**config.mk**
```make
export PLATFORM = sky130hd
export DESIGN_NAME = fp8_e4m3_dot_accum
export DESIGN_NICKNAME = d
export VERILOG_FILES = /design/src/rtl/fp8_e4m3_pkg.sv /design/src/rtl/fp8_e4m3_fix_round.sv /design/src/rtl/fp8_e4m3_dot_accum.sv
export SDC_FILE = /design/constraint.sdc
export NUM_CORES = 1
export LEC_CHECK = 0
export CAP_MARGIN = 10
export CORE_UTILIZATION = 60
export DETAILED_ROUTE_END_ITERATION = 6
export GPL_ROUTABILITY_DRIVEN = 0
export PLACE_DENSITY = 0.84
export SLEW_MARGIN = 20
export SYNTH_ARGS = -nofsm -noshare
export SYNTH_HDL_FRONTEND = slang
export SYNTH_HIERARCHICAL = 1
export SYNTH_SLANG_ARGS = --single-unit
```
**constraint.sdc**
```tcl
create_clock -name clk -period 9.8 [get_ports clk]
set_clock_uncertainty 0.2 [all_clocks]
set_input_delay 2.45 -clock clk [delete_from_list [all_inputs] [get_ports clk]]
set_output_delay 2.45 -clock clk [all_outputs]
set_load 0.1 [all_outputs]
```
**src/rtl/fp8_e4m3_pkg.sv**
```systemverilog
// rtl/fp8_e4m3_pkg.sv - shared E4M3 constants, reducer state encoding and operand decode helpers
package fp8_e4m3_pkg;

    localparam int         E4M3_BIAS = 7;
    localparam logic [7:0] E4M3_MAX  = 8'h7F;
    localparam int         ACC_FRAC  = 18;

    typedef enum logic [1:0] {
        S_ACCUM,
        S_DRAIN,
        S_CONVERT,
        S_OUTPUT
    } state_t;

    // Significand with the hidden bit made explicit; subnormals have it clear.
    function automatic logic [3:0] e4m3_sig(input logic [6:0] x);
        return {|x[6:3], x[2:0]};
    endfunction

    // Effective exponent: subnormals share the scale of exponent 1.
    function automatic logic [3:0] e4m3_eexp(input logic [6:0] x);
        return (x[6:3] == 4'd0) ? 4'd1 : x[6:3];
    endfunction

endpackage

```
**src/rtl/fp8_e4m3_fix_round.sv**
```systemverilog
// rtl/fp8_e4m3_fix_round.sv - signed fixed-point (LSB 2^-18) to E4M3 conversion with RNE and saturation
module fp8_e4m3_fix_round
    import fp8_e4m3_pkg::*;
#(
    parameter int ACC_W = 45
) (
    input  logic [ACC_W-1:0] acc_i,
    output logic [7:0]       data_o,
    output logic             sat_o
);

    // Leading one at or above this bit position means a normal result (exp field >= 1).
    localparam int P_MIN = ACC_FRAC + 1 - E4M3_BIAS;

    logic             sign;
    logic [ACC_W-1:0] mag;
    logic [ACC_W-1:0] norm;
    logic [2:0]       mant;
    logic             guard;
    logic             sticky;
    logic             rnd;
    int               p;
    int               pe;
    int               code;

    // Normalise the magnitude, round to 3 mantissa bits, then clamp.
    // Subnormals are handled by pinning the normalisation point at P_MIN so the
    // hidden bit lands as zero and the mantissa is simply the 2^-9 quantisation.
    // The rounded code is built as {exp, mant} + rnd so a mantissa carry rolls into exp.
    always_comb begin
        sign = acc_i[ACC_W-1];
        mag  = sign ? -acc_i : acc_i;
        p    = 0;
        for (int i = 0; i < ACC_W; i++) begin
            if (mag[i]) begin
                p = i;
            end
        end
        pe     = (p < P_MIN) ? P_MIN : p;
        norm   = mag << (ACC_W - 1 - pe);
        mant   = norm[ACC_W-2 -: 3];
        guard  = norm[ACC_W-5];
        sticky = |norm[ACC_W-6:0];
        rnd    = guard & (sticky | mant[0]);
        code   = norm[ACC_W-1] ? ((pe - ACC_FRAC + E4M3_BIAS) * 8) : 0;
        code   = code + int'(mant) + int'(rnd);
        data_o = 8'h00;
        sat_o  = 1'b0;
        if (code > int'(E4M3_MAX)) begin
            data_o = {sign, E4M3_MAX[6:0]};
            sat_o  = 1'b1;
        end else if (code != 0) begin
            data_o = {sign, code[6:0]};
        end
    end

endmodule

```
**src/rtl/fp8_e4m3_dot_accum.sv**
```systemverilog
// rtl/fp8_e4m3_dot_accum.sv - streaming E4M3 dot product with exact wide accumulation and single final rounding
module fp8_e4m3_dot_accum
    import fp8_e4m3_pkg::*;
#(
    parameter int LEN_W = 8
) (
    input  logic       clk,
    input  logic       rst,
    input  logic       in_valid,
    output logic       in_ready,
    input  logic [7:0] in_a,
    input  logic [7:0] in_b,
    input  logic       in_last,
    output logic       out_valid,
    input  logic       out_ready,
    output logic [7:0] out_data,
    output logic       out_sat
);

    localparam int ACC_W = 37 + LEN_W;

    state_t           state_q;
    logic             in_ready_q;
    logic             out_valid_q;
    logic [7:0]       out_data_q;
    logic             out_sat_q;
    logic [LEN_W-1:0] cnt_q;
    logic             drain_q;

    logic             v1_q;
    logic             sgn_q;
    logic [7:0]       prod_q;
    logic [4:0]       sh_q;
    logic             v2_q;
    logic [ACC_W-1:0] term_q;
    logic [ACC_W-1:0] acc_q;

    logic             in_hs;
    logic             out_hs;
    logic             is_last;
    logic [3:0]       sa;
    logic [3:0]       sb;
    logic [3:0]       ea;
    logic [3:0]       eb;
    logic [7:0]       prod_d;
    logic [4:0]       sh_d;
    logic [ACC_W-1:0] mag_d;
    logic [ACC_W-1:0] term_d;
    logic [ACC_W-1:0] acc_d;
    logic [7:0]       conv_data;
    logic             conv_sat;

    assign in_ready  = in_ready_q;
    assign out_valid = out_valid_q;
    assign out_data  = out_data_q;
    assign out_sat   = out_sat_q;

    assign in_hs   = in_valid && in_ready_q;
    assign out_hs  = out_valid_q && out_ready;
    assign is_last = in_last || (cnt_q == '1);

    // Operand decode, exact product and alignment shift; then place into the accumulator frame.
    always_comb begin
        sa     = e4m3_sig(in_a[6:0]);
        sb     = e4m3_sig(in_b[6:0]);
        ea     = e4m3_eexp(in_a[6:0]);
        eb     = e4m3_eexp(in_b[6:0]);
        prod_d = {4'b0000, sa} * {4'b0000, sb};
        sh_d   = {1'b0, ea} + {1'b0, eb} - 5'd2;
        mag_d  = {{(ACC_W-8){1'b0}}, prod_q} << sh_q;
        term_d = sgn_q ? -mag_d : mag_d;
        acc_d  = acc_q + term_q;
    end

    // P1 (decode/multiply) and P2 (shift/negate) pipeline registers.
    always_ff @(posedge clk or posedge rst) begin
        if (rst) begin
            v1_q   <= 1'b0;
            sgn_q  <= 1'b0;
            prod_q <= 8'h00;
            sh_q   <= 5'd0;
            v2_q   <= 1'b0;
            term_q <= '0;
        end else begin
            v1_q <= in_hs;
            if (in_hs) begin
                sgn_q  <= in_a[7] ^ in_b[7];
                prod_q <= prod_d;
                sh_q   <= sh_d;
            end
            v2_q <= v1_q;
            if (v1_q) begin
                term_q <= term_d;
            end
        end
    end

    // P3 accumulator; cleared once the result has been taken.
    always_ff @(posedge clk or posedge rst) begin
        if (rst) begin
            acc_q <= '0;
        end else if (out_hs) begin
            acc_q <= '0;
        end else if (v2_q) begin
            acc_q <= acc_d;
        end
    end

    fp8_e4m3_fix_round #(
        .ACC_W (ACC_W)
    ) u_round (
        .acc_i  (acc_q),
        .data_o (conv_data),
        .sat_o  (conv_sat)
    );

    // Vector sequencing: accept, drain the two pipeline stages, convert once, hold until taken.
    always_ff @(posedge clk or posedge rst) begin
        if (rst) begin
            state_q     <= S_ACCUM;
            in_ready_q  <= 1'b0;
            out_valid_q <= 1'b0;
            out_data_q  <= 8'h00;
            out_sat_q   <= 1'b0;
            cnt_q       <= '0;
            drain_q     <= 1'b0;
        end else begin
            case (state_q)
                S_ACCUM: begin
                    in_ready_q <= !(in_hs && is_last);
                    if (in_hs) begin
                        cnt_q <= cnt_q + LEN_W'(1);
                        if (is_last) begin
                            drain_q <= 1'b0;
                            state_q <= S_DRAIN;
                        end
                    end
                end
                S_DRAIN: begin
                    if (drain_q) begin
                        state_q <= S_CONVERT;
                    end else begin
                        drain_q <= 1'b1;
                    end
                end
                S_CONVERT: begin
                    out_data_q  <= conv_data;
                    out_sat_q   <= conv_sat;
                    out_valid_q <= 1'b1;
                    state_q     <= S_OUTPUT;
                end
                S_OUTPUT: begin
                    if (out_hs) begin
                        out_valid_q <= 1'b0;
                        in_ready_q  <= 1'b1;
                        cnt_q       <= '0;
                        state_q     <= S_ACCUM;
                    end
                end
                default: begin
                    state_q <= S_ACCUM;
                end
            endcase
        end
    end

endmodule

```
==> results of run 1 <==
layout make-up:
cell class                 instances  area share (%)
timing repair buffer              55            2.91
multi-input combinational       1762            70.2
clock buffer                      18            2.60
sequential                       128            19.0
inverter                          83            1.91
tap                              335            2.48
clock inverter                    14           0.904
worst max-delay path, delay by kind of cell (launching register included):
family          cells  cell delay (ns)
flops               1             0.52
mux                 2             0.61
fa+ha+maj           3             0.85
compound gates      9             2.91
buf+inv             4             0.79
simple gates       11             3.33
registers in the layout, indices dropped and copies added (netlist names), 2 cells and up:
name and cells:
acc_q 45, cnt_q 8, out_data 8, prod_q 8, sh_q 5, state_q 2
term_q 45
what timing repair did:
item	CTS	global route
setup endpoints to repair	0	9
gates resized for setup	0	4
hold endpoints to repair	0	0
logic make-up (layout without fill, tap and decap cells):
group	after synthesis	count (layout)	share of synthesized area, %
XOR/XNOR	135	135	7.44
AND/OR/NAND/NOR	767	767	24.3
adder cells (fa/ha/maj)	81	81	6.62
buffers and inverters	230	170	6.06
flip-flops	128	128	20.0
AO/OA/AOI/OAI	690	690	29.3
multiplexers	89	89	6.26
through the flow:
stage               hold slack (ns)  area (µm²)  instances  setup slack [ns]  utilization (%)
finish                        0.315       16900       2395             0.464             64.6
global route                  0.335       16900       2395            0.0416             64.6
CTS                           0.318       16900       2395             0.605             64.5
detailed placement            0.300       16300       2363             0.600             62.3
global placement              0.297       16300       2363              1.04             62.3
floorplan                     0.208       16000       2120              1.46                -
cell usage in the layout (no fill, tap or decap), types with 9 or more instances in the layout:
cell,Yosys,routed
nand2b_1,26,26
nand3_1,55,55
a21o_1,37,36
nand4_1,33,33
nor4_1,15,15
o21a_1,13,13
o21bai_1,16,15
mux2i_1,47,47
a22oi_1,9,9
nor3_1,63,63
a41oi_1,9,9
and2_1,19,19
clkdlybuf4s50_1,0,31
and3_1,20,20
nand2_1,179,179
o31ai_1,22,22
nor2_1,238,238
clkbuf_16,0,17
nor2b_1,19,19
o211ai_1,40,40
a211o_1,12,12
a211oi_1,45,43
buf_4,8,24
o41ai_1,10,9
dfrtp_1,128,125
o22ai_1,17,17
ha_1,75,75
nand3b_1,10,10
mux2_2,33,33
o21ai_0,116,116
xnor2_1,82,82
xor2_1,52,52
a31oi_1,26,26
o21ai_1,26,26
inv_1,78,77
or2_2,10,10
a21oi_1,174,174
or3_1,20,20
metal layers:
layer / vias to the layer above / GRT usage, % / share of wire [%]
met2: 983 / 54.4 / 45
met1: 7734 / 45.5 / 41
li1: 7700 / - / -
met4: 0 / 16.1 / 4.4
met3: 175 / 7.49 / 9.3
met5: - / 0 / 0
worst max path at each step:
stage	startpoint	cells after the start	slack [ns]	endpoint
6_report	acc_q[0]	29	0.46	out_data[3]
2_1_floorplan	acc_q[0]	40	1.46	out_data[3]
5_1_grt	acc_q[0]	29	0.04	out_data[3]
3_5_place_dp	acc_q[0]	29	0.60	out_data[3]
3_3_place_gp	acc_q[0]	29	1.04	out_data[3]
4_1_cts	acc_q[0]	29	0.60	out_data[3]
==> flow_metrics.env, run 1 <==
export IMPL_cts_inserted_buffers=17
export IMPL_cpPeakStageDelay_ns=0.89
export IMPL_ant_nets=0
export IMPL_syn_area_mm2=0.0160
export IMPL_hold_buffers=0
export IMPL_maxCapViolations=0
export IMPL_multi_input_comb_area_mm2=0.0118
export IMPL_holdPathEnd="term_q[18]"
export IMPL_num_fill_cells=2223
export IMPL_r2r_slack_ns=0.46
export IMPL_drt_total_wl_um=46500
export IMPL_grt_total_usage_pct=34.7
export IMPL_syn_nets=2222
export IMPL_critPathLaunchType="flip-flop"
export IMPL_routedWlPerCell_um=19.4
export IMPL_synthTopCellsByCount="nor2_1, nand2_1, a21oi_1, dfrtp_1, o21ai_0"
export IMPL_reg2reg_depth=29
export IMPL_synth_most_common_cell="nor2_1"
export IMPL_timing_slew_headroom_pct=27.0
export IMPL_die_height_um=165
export IMPL_cts_sinks=128
export IMPL_synthFlopType="dfrtp_1"
export IMPL_seqCellArea_mm2=0.00321
export IMPL_clock_fmax_ghz=0.107
export IMPL_clk_path_buf_depth=2
export IMPL_dieArea_mm2=0.0273
export IMPL_final_max_slew_viol_count=0
export IMPL_required_ns=9.93
export IMPL_cts_tree="yes"
export IMPL_dpl_hpwl_um=34100
export IMPL_syn2layout_area_growth_pct=5.51
export IMPL_rows=59
export IMPL_period_needed_ns=9.34
export IMPL_crit_type="reg -> reg"
export IMPL_path_clk_slew_ns=0.07
export IMPL_start_util_pct=61.2
export IMPL_hold_path_cell_count=1
export IMPL_postCtsSetupBuffers=0
export IMPL_drcViolationCount=1
export IMPL_synth_seq_area_share_pct=20.0
export IMPL_synth_edf_count=0
export IMPL_fin_nets=2149
export IMPL_root_buffer="clkbuf_16"
export IMPL_hold_viol_final=0
export IMPL_cp_max_fo=59
export IMPL_hold_class="reg -> reg"
export IMPL_drt_first_pass_iters=7
export IMPL_ys_types=115
export IMPL_ctsHtreeMaxLevel=4
export IMPL_failed_checks="DRC"
export IMPL_antenna_found_initial=0
export IMPL_post_route_period_util_pct=95.3
export IMPL_hp_start="term_q[18]"
export IMPL_gr_total_overflow=0
export IMPL_yosysWarnings=6
export IMPL_worst_pin_slew_ns=1.09
export IMPL_ios=32
export IMPL_drt_vias_per_instance=6.93
export IMPL_grt_setup_unrepaired="false"
export IMPL_setup_viol=0
export IMPL_grt_start_max_net_pins=78
export IMPL_synth_top_cell_area_share_pct=20.0
export IMPL_status="complete, but fails checks"
export IMPL_endpoint_kind="flip-flop"
export IMPL_crit_top_cell="nor2_1"
export IMPL_grt_pass1_wl_um=76600
export IMPL_netlist_top_cells_area="dfrtp_1, ha_1, nor2_1, a21oi_1, xnor2_1"
export IMPL_grt_pass1_vias=15100
export IMPL_postSynth_asyncResetShare_pct=100
export IMPL_coreArea_mm2=0.0261
export IMPL_ys_seq_elements=128
export IMPL_die_w_um=165
export IMPL_regToRegStartpoint="acc_q[0]"
export IMPL_clk_latency_ns=0.44
export IMPL_num_vias=16600
export IMPL_fin_setup_tns_ns=0
export IMPL_yosysTopAreaCell="dfrtp_1"
export IMPL_syn_inst=2120
export IMPL_r2r_end="out_data[3]"
export IMPL_drive_gt1_share_pct=8.40
export IMPL_syn_area_per_cell_um2=7.55
export IMPL_drt_iter0_markers=2429
export IMPL_slowest_stage="or4_1"
export IMPL_antenna_cells=0
export IMPL_crit_arrival_ns=9.47
export IMPL_numPortBuffers=31
Power of run 1 is left out: the tool's default activity adds up to more than one toggle a clock period on the data nets, which glitch-free logic cannot reach.
==> run 2, diff against run 1 <==
SETUP_SLACK_MARGIN = 0.3   (was not set)
==> run 2 against run 1 <==
Compared with the run above: critical path type unchanged; design area rose by 0.10%; worst setup slack improved by 0.25 ns; maximum frequency rose by 2.7%; the flow still finishes with violations (DRC); cell count did not move; critical path depth rose by 2; worst hold slack improved by 0.00079 ns; via count rose by 0.13%; register-to-register slack improved by 0.25 ns; highest routed layer unchanged; non-clock buffer count did not move.
==> flow_metrics.env, run 2 (same netlist as run 1, synthesis figures left out) <==
export IMPL_layout_common_cells="nor2_1, nand2_1, a21oi_1"
export IMPL_dpl_hpwl_um=34100
export IMPL_rows=59
export IMPL_start_util_pct=61.2
export IMPL_clk_latency_ns=0.43
export IMPL_status="complete, but fails checks"
export IMPL_die_height_um=165
export IMPL_setup_viol=0
export IMPL_clk_path_buf_depth=2
export IMPL_grt_pass1_wl_um=76600
export IMPL_crit_type="reg -> reg"
export IMPL_grt_total_usage_pct=34.7
export IMPL_drive_gt1_share_pct=8.50
export IMPL_pre_cts_slack_ns=0.600
export IMPL_worst_pin_slew_ns=1.06
export IMPL_num_vias=16600
export IMPL_critPathLaunchType="flip-flop"
export IMPL_mostFrequentLayoutCell="nor2_1"
export IMPL_antenna_found_initial=0
export IMPL_ctsHtreeMaxLevel=4
export IMPL_coreArea_mm2=0.0261
export IMPL_fin_setup_tns_ns=0
export IMPL_post_route_period_util_pct=92.7
export IMPL_grt_start_max_net_pins=78
export IMPL_cts_tree="yes"
export IMPL_drt_first_pass_iters=7
export IMPL_gr_total_overflow=0
export IMPL_dieArea_mm2=0.0273
export IMPL_cp_max_fo=30
export IMPL_syn2layout_area_growth_pct=5.62
export IMPL_hold_buffers=0
export IMPL_numPortBuffers=31
export IMPL_drcViolationCount=6
export IMPL_ios=32
export IMPL_endpoint_kind="flip-flop"
export IMPL_period_needed_ns=9.09
export IMPL_maxCapViolations=0
export IMPL_drt_iter0_markers=2447
export IMPL_die_w_um=165
export IMPL_reg2reg_depth=31
export IMPL_cts_inserted_buffers=17
export IMPL_routedWlPerCell_um=19.4
export IMPL_fin_nets=2149
export IMPL_crit_arrival_ns=9.27
export IMPL_reg_top3="acc_q (45), term_q (45)"
export IMPL_fin_ws_ns=0.712
export IMPL_hold_class="reg -> reg"
export IMPL_antenna_cells=0
export IMPL_failed_checks="DRC"
export IMPL_timing_slew_headroom_pct=29.0
export IMPL_root_buffer="clkbuf_16"
export IMPL_grt_setup_unrepaired="false"
export IMPL_drt_total_wl_um=46500
export IMPL_hold_viol_final=0
export IMPL_hold_path_cell_count=1
export IMPL_seqCellArea_mm2=0.00321
export IMPL_path_clk_slew_ns=0.07
export IMPL_final_max_slew_viol_count=0
export IMPL_slowest_stage="or4_4"
export IMPL_drt_vias_per_instance=6.94
export IMPL_cpPeakStageDelay_ns=0.69
export IMPL_required_ns=9.98
export IMPL_cts_sinks=128
export IMPL_multi_input_comb_area_mm2=0.0119
export IMPL_ant_nets=0
export IMPL_num_fill_cells=2221
export IMPL_grt_pass1_vias=15100
export IMPL_clock_fmax_ghz=0.110
-- run 2: changes by cell type in the layout (fill, tap and decap cells not counted) --
cell / change
nor3_1: -1
nor3_2: +1
nor4_2: -1
nor4_4: +1
o21ai_1: +1
o21ai_0: -1
or4_1: -1
or4_4: +1
-- run 2: layout make-up --
cell class	count	share of cell area [%]
multi-input cells	1762	70.2
clock buffers	18	2.60
flip-flops and latches	128	19.0
repair buffers	55	2.90
clock inverters	14	0.903
well taps	335	2.48
inverters	83	1.91
-- run 2: worst max-delay path: cells and delay by family, from the launching register on --
family | cells | cell delay [ns]
AO/OA/AOI/OAI | 12 | 3.36
adder cells (fa/ha/maj) | 3 | 0.76
buffers and inverters | 5 | 0.65
flip-flops | 1 | 0.52
multiplexers | 2 | 0.56
AND/OR/NAND/NOR | 9 | 2.99
-- run 2: per-layer routing --
| layer | global-route usage (%) | routed length (µm) |
|---|---|---|
| met2 | 54.4 | 20900 |
| met3 | 7.49 | 4180 |
| met1 | 45.5 | 19300 |
| met4 | 16.1 | 2100 |
| met5 | 0 | 0 |
-- run 2: metrics by stage --
stage	std cells	area (µm²)	util (%)	hold slack (ns)
3_3_place_gp	2363	16300	62.3	0.297
5_1_grt	2395	16900	64.7	0.335
4_1_cts	2395	16900	64.5	0.318
3_5_place_dp	2363	16300	62.3	0.300
6_report	2395	16900	64.7	0.316
2_1_floorplan	2120	16000	-	0.208
-- run 2: final timing paths --
check / startpoint / slack [ns] / to
hold reg to reg: term_q[18] / 0.32 / term_q[18]
setup reg to reg: acc_q[0] / 0.71 / out_data[3]
max in group asynchronous: rst / 5.67 / v1_q
setup / recovery: acc_q[0] / 0.71 / out_data[3]
hold / removal: term_q[18] / 0.32 / term_q[18]
min in group asynchronous: rst / 2.29 / cnt_q[5]
-- run 2: what timing repair did --
action	4_1_cts	5_1_grt
resized for setup	0	8
endpoints found under the setup margin	0	9
buffers inserted	0	0
Power of run 2 is left out for the same reason.
==> run 3, diff against run 2 <==
CORE_UTILIZATION = 59   (was 60)
PLACE_DENSITY = 0.86   (was 0.84)
SLEW_MARGIN = 10   (was 20)
clock period = 8.2 ns   (was 9.8 ns; I/O delays follow)
==> run 3 against run 2 <==
Compared with the run above: the flow still finishes with violations (DRC); maximum frequency increased by 16%; die area increased by 1.7%; register-to-register slack got worse by 0.36 ns.
==> flow_metrics.env, run 3 (same netlist as run 1, synthesis figures left out) <==
export IMPL_multi_input_comb_area_mm2=0.0122
export IMPL_clk_path_buf_depth=2
export IMPL_drt_first_pass_iters=7
export IMPL_cpPeakStageDelay_ns=0.54
export IMPL_routedWlPerCell_um=20.7
export IMPL_fin_area_mm2=0.0177
export IMPL_grt_start_max_net_pins=78
export IMPL_drcViolationCount=5
export IMPL_num_vias=17600
export IMPL_dpl_cell_area_mm2=0.0166
export IMPL_seqCellArea_mm2=0.00321
export IMPL_mostFrequentLayoutCell="nor2_1"
export IMPL_fin_nets=2206
export IMPL_cts_tree="yes"
export IMPL_drt_iter0_markers=2852
export IMPL_crit_type="reg -> reg"
export IMPL_hold_class="reg -> reg"
export IMPL_setup_viol=0
export IMPL_dpl_hpwl_um=35500
export IMPL_hold_viol_final=0
export IMPL_cts_sinks=128
export IMPL_drt_vias_per_instance=7.19
export IMPL_hp_start="out_data[4]"
export IMPL_grt_pass1_wl_um=80300
export IMPL_failed_checks="DRC"
export IMPL_cts_inserted_buffers=17
export IMPL_worst_pin_slew_ns=1.23
export IMPL_crit_arrival_ns=7.98
export IMPL_status="complete, but fails checks"
export IMPL_cp_max_fo=26
export IMPL_period_needed_ns=7.85
export IMPL_syn2layout_area_growth_pct=10.9
export IMPL_start_util_pct=60.7
export IMPL_maxCapViolations=0
export IMPL_hold_path_cell_count=1
export IMPL_critPathLaunchType="flip-flop"
export IMPL_grt_setup_unrepaired="false"
export IMPL_die_height_um=167
export IMPL_gr_total_overflow=0
export IMPL_layout_common_cells="nor2_1, nand2_1, a21oi_1"
export IMPL_required_ns=8.33
export IMPL_r2r_slack_ns=0.35
export IMPL_clock_fmax_ghz=0.127
export IMPL_holdPathEnd="out_data[4]"
export IMPL_r2r_end="out_data[3]"
export IMPL_reg_top3="acc_q (45), term_q (45)"
export IMPL_dieArea_mm2=0.0278
export IMPL_numPortBuffers=31
export IMPL_slowest_stage="or4_4"
export IMPL_grt_total_usage_pct=35.0
export IMPL_ios=32
export IMPL_drt_total_wl_um=50800
export IMPL_final_max_slew_viol_count=0
export IMPL_die_w_um=167
export IMPL_antenna_found_initial=0
export IMPL_reg2reg_depth=31
export IMPL_ant_nets=0
export IMPL_num_fill_cells=2000
export IMPL_endpoint_kind="flip-flop"
export IMPL_fin_setup_tns_ns=0
export IMPL_antenna_cells=0
export IMPL_ctsHtreeMaxLevel=4
export IMPL_post_route_period_util_pct=95.8
export IMPL_root_buffer="clkbuf_16"
export IMPL_drive_gt1_share_pct=13.2
export IMPL_path_clk_slew_ns=0.07
export IMPL_rows=59
export IMPL_coreArea_mm2=0.0264
export IMPL_grt_pass1_vias=16000
export IMPL_regToRegStartpoint="acc_q[1]"
export IMPL_timing_slew_headroom_pct=17.6
export IMPL_clk_latency_ns=0.43
-- run 3: changes by cell type in the layout (fill, tap and decap cells not counted), moves of 5 or more --
cell,change
nor4_2,+5
buf_4,+49
a211oi_1,-12
a211oi_2,+6
nor4_1,-5
a211oi_4,+6
-- run 3: repair_timing --
action / CTS / global route
setup buffers: 5 / 15
pin swaps: 2 / 18
cloned: 0 / 1
resized for setup: 12 / 65
hold buffers: 0 / 0
setup endpoints to repair: 9 / 9
-- run 3: layer usage --
layer  GRT usage [%]  up-vias  wire length (µm)
met5               0        -                 0
met4            17.5        0              2820
met3            6.08      317              5330
met2            57.1     1377             23300
met1            44.6     8131             19400
li1                -     7806                 -
-- run 3: layout make-up --
type | count | area share [%]
repair buffers | 112 | 5.50
well taps | 335 | 2.36
multi-input cells | 1762 | 68.9
clock buffers | 17 | 2.40
clock inverters | 15 | 0.896
flip-flops and latches | 128 | 18.1
inverters | 83 | 1.81
-- run 3: worst max-delay path, delay by kind of cell, from the launching register on --
kind,cells,cell delay [ns]
flip-flops,1,0.38
AND/OR/NAND/NOR,9,2.59
adder cells (fa/ha/maj),3,0.57
AO/OA/AOI/OAI,11,2.19
multiplexers,4,1.09
buffers and inverters,4,0.70
-- run 3: per-stage QoR --
stage | setup WS, ns | std cells | utilization [%] | hold slack [ns]
3_3_place_gp | 0.317 | 2399 | 63.1 | 0.293
4_1_cts | 0.317 | 2436 | 65.7 | 0.314
3_5_place_dp | 0.0854 | 2399 | 63.1 | 0.299
2_1_floorplan | 0.308 | 2120 | - | 0.208
6_report | 0.348 | 2452 | 67.3 | 0.314
5_1_grt | 0.148 | 2452 | 67.3 | 0.332
-- run 3: worst max-delay path by stage --
stage                         from     endpoint  slack (ns)  depth (start not counted)
after CTS                 acc_q[0]  out_data[1]        0.32                         31
final                     acc_q[1]  out_data[3]        0.35                         31
after global placement    acc_q[0]  out_data[3]        0.32                         31
after detailed placement  acc_q[0]  out_data[3]        0.09                         31
after global routing      acc_q[1]  out_data[3]        0.15                         31
after floorplan           acc_q[0]  out_data[3]        0.31                         38
Power of run 3 is left out for the same reason.
